### src/rtl/fifo_wr_arbiter_pkg.sv
// Shared types and helpers for the FIFO write-port round-robin arbiter.
package fifo_arb_pkg;

  typedef enum logic {
    ARB  = 1'b0,
    LOCK = 1'b1
  } arb_state_t;

  // Width of a requester id; never narrower than one bit.
  function automatic int id_width(input int n);
    int w;
    w = $clog2(n);
    return (w < 1) ? 1 : w;
  endfunction

endpackage

### src/rtl/fifo_wr_arbiter_if.sv
// Requester bundle plus FIFO write-side pins; slave modport is the arbiter's view.
interface fifo_wr_arbiter_if
  import fifo_arb_pkg::*;
#(
  parameter int N_REQ = 4,
  parameter int WIDTH = 8
);
  localparam int ID_W = id_width(N_REQ);

  logic [N_REQ-1:0]       req_valid_i;
  logic [N_REQ*WIDTH-1:0] req_data_i;
  logic [N_REQ-1:0]       req_last_i;
  logic [N_REQ-1:0]       req_ready_o;
  logic                   fifo_full_i;
  logic                   fifo_push_o;
  logic [ID_W+WIDTH-1:0]  fifo_data_o;

  modport master (
    output req_valid_i, req_data_i, req_last_i, fifo_full_i,
    input  req_ready_o, fifo_push_o, fifo_data_o
  );

  modport slave (
    input  req_valid_i, req_data_i, req_last_i, fifo_full_i,
    output req_ready_o, fifo_push_o, fifo_data_o
  );
endinterface

### src/rtl/fifo_wr_arbiter_rr_arbiter.sv
// Combinational round-robin pick: lowest request at or above ptr, else lowest overall.
module rr_arbiter #(
  parameter int N_REQ = 4,
  parameter int ID_W  = 2
) (
  input  logic [N_REQ-1:0] req_i,
  input  logic [ID_W-1:0]  ptr_i,
  output logic [N_REQ-1:0] gnt_o,
  output logic [ID_W-1:0]  gnt_idx_o,
  output logic             any_gnt_o
);
  logic [ID_W-1:0] m_idx_s;
  logic [ID_W-1:0] u_idx_s;
  logic            m_any_s;
  logic            m_hit_s;

  // Scanning downward leaves the lowest matching index in each search result.
  always_comb begin
    m_idx_s = {ID_W{1'b0}};
    u_idx_s = {ID_W{1'b0}};
    m_any_s = 1'b0;
    m_hit_s = 1'b0;
    for (int i = N_REQ - 1; i >= 0; i--) begin
      m_hit_s = req_i[i] & (ID_W'(i) >= ptr_i);
      m_idx_s = m_hit_s ? ID_W'(i) : m_idx_s;
      m_any_s = m_any_s | m_hit_s;
      u_idx_s = req_i[i] ? ID_W'(i) : u_idx_s;
    end
    any_gnt_o = |req_i;
    gnt_idx_o = m_any_s ? m_idx_s : u_idx_s;
    gnt_o     = any_gnt_o ? (N_REQ'(1'b1) << gnt_idx_o) : {N_REQ{1'b0}};
  end
endmodule

### src/rtl/fifo_wr_arbiter.sv
// Round-robin arbiter sharing one FIFO write port; 1-entry registered output stage.
// Optional burst locking is enabled by defining FIFO_ARB_LOCK_EN.
module fifo_wr_arbiter
  import fifo_arb_pkg::*;
#(
  parameter int N_REQ = 4,
  parameter int WIDTH = 8
) (
  input  logic               clk_i,
  input  logic               rstn_i,
  fifo_wr_arbiter_if.slave   bus
);
  localparam int ID_W = id_width(N_REQ);
  localparam int DW   = ID_W + WIDTH;

  arb_state_t       state_q, state_d;
  logic [ID_W-1:0]  lock_id_q, lock_id_d;
  logic [ID_W-1:0]  rr_ptr_q, rr_ptr_d;
  logic             out_valid_q, out_valid_d;
  logic [DW-1:0]    out_data_q, out_data_d;

  logic [N_REQ-1:0] arb_req_s;
  logic [N_REQ-1:0] gnt_s;
  logic [ID_W-1:0]  gnt_idx_s;
  logic             any_gnt_s;
  logic [WIDTH-1:0] sel_data_s;
  logic             push_s;
  logic             stage_free_s;
  logic             accept_s;
  logic [N_REQ-1:0] ready_s;

  assign arb_req_s = (state_q == LOCK) ? (bus.req_valid_i & (N_REQ'(1'b1) << lock_id_q))
                                       : bus.req_valid_i;

  rr_arbiter #(.N_REQ(N_REQ), .ID_W(ID_W)) u_rr (
    .req_i     (arb_req_s),
    .ptr_i     (rr_ptr_q),
    .gnt_o     (gnt_s),
    .gnt_idx_o (gnt_idx_s),
    .any_gnt_o (any_gnt_s)
  );

  assign sel_data_s = bus.req_data_i[gnt_idx_s*WIDTH +: WIDTH];

  // Gating with rstn_i keeps a held beat from leaking out during the reset cycle.
  always_comb begin
    push_s       = rstn_i & out_valid_q & ~bus.fifo_full_i;
    stage_free_s = ~out_valid_q | push_s;
    accept_s     = rstn_i & any_gnt_s & stage_free_s;
    ready_s      = accept_s ? gnt_s : {N_REQ{1'b0}};
  end

  assign bus.req_ready_o = ready_s;
  assign bus.fifo_push_o = push_s;
  assign bus.fifo_data_o = out_data_q;

  always_comb begin
    state_d   = state_q;
    lock_id_d = lock_id_q;
`ifdef FIFO_ARB_LOCK_EN
    case (state_q)
      ARB: begin
        if (accept_s && !bus.req_last_i[gnt_idx_s]) begin
          state_d   = LOCK;
          lock_id_d = gnt_idx_s;
        end else begin
          state_d   = ARB;
        end
      end
      LOCK: begin
        if (accept_s && bus.req_last_i[lock_id_q]) begin
          state_d = ARB;
        end else begin
          state_d = LOCK;
        end
      end
      default: state_d = ARB;
    endcase
`else
    state_d = ARB;
`endif
  end

`ifndef FIFO_ARB_LOCK_EN
  logic unused_last_s;
  assign unused_last_s = ^bus.req_last_i;
`endif

  // Pointer moves past the winner only when the beat leaves us in ARB.
  always_comb begin
    if (accept_s && (state_d == ARB)) begin
      rr_ptr_d = (gnt_idx_s == ID_W'(N_REQ - 1)) ? {ID_W{1'b0}} : gnt_idx_s + ID_W'(1'b1);
    end else begin
      rr_ptr_d = rr_ptr_q;
    end
    if (accept_s) begin
      out_valid_d = 1'b1;
      out_data_d  = {gnt_idx_s, sel_data_s};
    end else if (push_s) begin
      out_valid_d = 1'b0;
      out_data_d  = out_data_q;
    end else begin
      out_valid_d = out_valid_q;
      out_data_d  = out_data_q;
    end
  end

  always_ff @(posedge clk_i) begin
    if (!rstn_i) begin
      state_q   <= ARB;
      lock_id_q <= {ID_W{1'b0}};
      rr_ptr_q  <= {ID_W{1'b0}};
    end else begin
      state_q   <= state_d;
      lock_id_q <= lock_id_d;
      rr_ptr_q  <= rr_ptr_d;
    end
  end

  always_ff @(posedge clk_i) begin
    if (!rstn_i) begin
      out_valid_q <= 1'b0;
      out_data_q  <= {DW{1'b0}};
    end else begin
      out_valid_q <= out_valid_d;
      out_data_q  <= out_data_d;
    end
  end
endmodule

### src/flat_wrapper.sv
// flat-port wrapper written by rule: the top's interface ports become plain ports
module fifo_wr_arbiter_flat import fifo_arb_pkg::*;
#(
  parameter int N_REQ = 4,
  parameter int WIDTH = 8
)
  (clk_i, rstn_i, bus_req_valid_i, bus_req_data_i, bus_req_last_i, bus_fifo_full_i, bus_req_ready_o, bus_fifo_push_o, bus_fifo_data_o);
  fifo_wr_arbiter_if #(.N_REQ(N_REQ), .WIDTH(WIDTH)) bus_i ();
  input  logic clk_i;
  input  logic rstn_i;
  input wire logic [$bits(bus_i.req_valid_i)-1:0] bus_req_valid_i;
  input wire logic [$bits(bus_i.req_data_i)-1:0] bus_req_data_i;
  input wire logic [$bits(bus_i.req_last_i)-1:0] bus_req_last_i;
  input wire logic [$bits(bus_i.fifo_full_i)-1:0] bus_fifo_full_i;
  output wire logic [$bits(bus_i.req_ready_o)-1:0] bus_req_ready_o;
  output wire logic [$bits(bus_i.fifo_push_o)-1:0] bus_fifo_push_o;
  output wire logic [$bits(bus_i.fifo_data_o)-1:0] bus_fifo_data_o;
  assign bus_i.req_valid_i = bus_req_valid_i;
  assign bus_i.req_data_i = bus_req_data_i;
  assign bus_i.req_last_i = bus_req_last_i;
  assign bus_i.fifo_full_i = bus_fifo_full_i;
  assign bus_req_ready_o = bus_i.req_ready_o;
  assign bus_fifo_push_o = bus_i.fifo_push_o;
  assign bus_fifo_data_o = bus_i.fifo_data_o;
  fifo_wr_arbiter #(.N_REQ(N_REQ), .WIDTH(WIDTH)) u_core (.clk_i(clk_i), .rstn_i(rstn_i), .bus(bus_i));
endmodule
### config.mk
export PLATFORM = sky130hd
export DESIGN_NAME = fifo_wr_arbiter_flat
export DESIGN_NICKNAME = d
export VERILOG_FILES = /design/src/rtl/fifo_wr_arbiter_pkg.sv /design/src/rtl/fifo_wr_arbiter_if.sv /design/src/rtl/fifo_wr_arbiter_rr_arbiter.sv /design/src/rtl/fifo_wr_arbiter.sv /design/src/flat_wrapper.sv
export SDC_FILE = /design/constraint.sdc
export NUM_CORES = 1
export LEC_CHECK = 0
export CORE_ASPECT_RATIO = 1.2
export CORE_MARGIN = 4
export CORE_UTILIZATION = 50
export CTS_CLUSTER_DIAMETER = 200
export CTS_CLUSTER_SIZE = 16
export DETAILED_ROUTE_END_ITERATION = 7
export DONT_BUFFER_PORTS = 1
export MAX_ROUTING_LAYER = met4
export PLACE_DENSITY = 0.63
export SYNTH_ARGS = -nofsm -noshare
export SYNTH_HDL_FRONTEND = slang
export SYNTH_HIERARCHICAL = 1
export SYNTH_SLANG_ARGS = --single-unit
### constraint.sdc
create_clock -name clk_i -period 2.2 [get_ports clk_i]
set_input_delay 0.44 -clock clk_i [delete_from_list [all_inputs] [get_ports clk_i]]
set_output_delay 0.44 -clock clk_i [all_outputs]
set_load 0.03 [all_outputs]
==> impl_metrics.py <==
metrics = {
    "global_routing": {
        "grt_pass1_wl_microns": 3630,
        "grt_pass1_vias": 793,
        "grt_max_degree": 17,
        "grt_usage_pct": 19.0,
        "overflow": 0,
        "antenna_found_initial": 0,
    },
    "clocking": {
        "insertion_delay_ns": 0.27,
        "cts_tree": "yes",
        "cts_root_buffer": "clkbuf_4",
        "holdBufCountCts": 0,
        "htreeDepth": 1,
        "cts.sinks": 13,
        "cts_buffer_depth": 2,
        "path_clk_slew_ns": 0.08,
        "cts_setup_buffers": 0,
        "cts_resized": 0,
        "numCtsBuffers": 3,
    },
    "finish": {
        "finalNonFillerCells": 123,
        "layout-drive-gt1-share_pct": 17.1,
        "nets": 150,
        "n_antenna_cell": 0,
        "fillers": 152,
        "syn2layout_area_growth_pct": 1.99,
        "stdcell_area_sq_um": 960,
        "final_cell_mix": "nand2_1, dfxtp_1, o21ai_0",
        "layout_commonest_cell": "nand2_1",
    },
    "routing": {
        "wl_microns": 2250,
        "drc": 0,
        "vias": 789,
        "ant_nets": 0,
        "drt_iter0_drc": 17,
        "wl_per_cell_microns": 18.3,
        "drt_pre_antenna_iters": 4,
        "vias_per_cell": 6.41,
    },
    "floorplan": {
        "start_util_pct": 55.3,
        "core_sq_mm": 0.00170,
        "die_area_sq_mm": 0.00264,
        "die_width_microns": 47.6,
        "ios": 58,
        "num_rows": 16,
        "die_y_microns": 55.5,
    },
    "placement": {
        "dpl.cell_count": 119,
        "port_buffers": 0,
        "dp_hpwl_microns": 1740,
        "place_congestion": 0.740,
        "place_area_sq_um": 933,
    },
    "worst_setup_path": {
        "path_class": "reg2out",
        "endpoint_kind": "output pin",
        "critPathRequiredTime_ns": 1.76,
        "start_kind": "flip-flop",
        "arrival_ns": 1.59,
        "cp_max_fo": 9,
    },
    "power_and_ir_drop": {
        "power.total_uw": 764,
        "powerDensity_mw_per_mm2": 796,
        "ir_drop_uv": 456,
        "leakage_nw": 0.371,
    },
    "logic_synthesis": {
        "async_flop_share_pct": 0,
        "synthCells": 107,
        "yosysWarnings": 6,
        "ys_types": 31,
        "ys_ff_latch": 13,
        "synthFlopType": "dfxtp_1",
        "syn_area_sq_um": 941,
        "synth-seq-area-share_pct": 27.7,
        "synth-edff-count": 0,
        "syn_area_per_cell_sq_um": 8.79,
        "syn-num-nets": 151,
    },
    "timing": {
        "min_period_over_period_pct": 92.1,
        "max-slew-margin-rel_pct": 57.0,
        "slew_violations": 0,
        "setup_viol": 0,
        "period_needed_ns": 2.03,
        "finClkSkew_ns": 0.00960,
        "finalSetupTns_ns": 0,
        "rsz0062_at_grt": "false",
        "hold_slack_ns": 0.297,
        "tightest_slew_ns": 0.643,
        "fmax_mhz": 493,
        "finalHoldViolCount": 0,
    },
    "flow_run": {
        "max-cap-violations": 0,
    },
    "outcome": {
        "status": "complete, no violations",
    },
    "hold_path": {
        "min_path_type": "in2reg",
    },
}
-- report_power, final --
group          internal (mW)  switching, mW  total [mW]
Combinational          0.137          0.112       0.250
Sequential             0.274         0.0959       0.370
Clock                 0.0702         0.0740       0.144
-- critical path, cell delays in order, from the launching register on --
cell,delay (ns)
dfxtp_1,0.50
inv_1,0.13
a21oi_1,0.17
o221a_2,0.20
and3_1,0.33
-- layer usage --
metal | GRT usage, % | vias up | routed length [microns] | share of wire (%)
li1 | - | 387 | - | -
met1 | 23.5 | 357 | 843 | 37
met2 | 29.1 | 43 | 1150 | 51
met3 | 4.55 | 2 | 250 | 11
met4 | 6.92 | 0 | 9 | 0.40
met5 | - | - | 0 | 0
-- Yosys cell counts (all sizes together), types with 2 or more instances --
master	instances	area, sq um
nand2	16	60.1
dfxtp	13	260
o21ai	13	65.1
nand3	11	55.1
mux4	8	180
buf	7	61.3
nor2	6	22.5
and3	5	31.3
a21oi	3	15.0
and2	3	18.8
clkbuf	3	11.3
o21a	3	22.5
nand2b	2	20.0
nor2b	2	12.5
o22ai	2	12.5
-- final timing paths --
| kind | startpoint | end | slack, ns | cells past startpoint |
|---|---|---|---|---|
| worst max register to register | u_core/rr_ptr_q[1]$_SDFFE_PN0P_ | u_core/bus.fifo_data_o[0]$_SDFFE_PN0P_ | 0.19 | 6 |
| worst max-delay path | u_core/rr_ptr_q[1]$_SDFFE_PN0P_ | bus_req_ready_o[3] | 0.17 | 4 |
| worst min-delay path | rstn_i | u_core/bus.fifo_data_o[1]$_SDFFE_PN0P_ | 0.30 | 2 |
| worst min register to register | u_core/rr_ptr_q[0]$_SDFFE_PN0P_ | u_core/rr_ptr_q[0]$_SDFFE_PN0P_ | 0.53 | 2 |
-- final cells by class --
cell class | count | area (sq um) | area share, %
Inverter | 1 | 3.75 | 0.391
Multi-Input combinational cell | 83 | 604 | 63.0
Timing Repair Buffer | 4 | 42.5 | 4.43
Tap cell | 18 | 22.5 | 2.35
Clock buffer | 4 | 26.3 | 2.74
Sequential cell | 13 | 260 | 27.1
-- state kept, by name, indices dropped and copies added (netlist names) --
register                count
u_core/bus.fifo_data_o     10
u_core/out_valid_q          1
u_core/rr_ptr_q             2
-- through the flow --
step	utilization [%]	worst slack, ns
CTS	56.4	0.159
detailed placement	54.9	0.174
global placement	54.9	0.207
global route	56.4	0.0285
floorplan	-	0.304
finish	56.4	0.173
-- cells by family (layout without fill, tap and decap cells) --
family	after synthesis	after routing	synth area share [%]
and+or+nand+nor	46	46	24.2
DFF	13	13	27.7
buffers and inverters	11	9	8.11
AOI/OAI and AO/OA	27	27	18.5
adders and majority gates	1	1	1.33
muxes	9	9	20.2
Power figures use the tool's default switching activity.
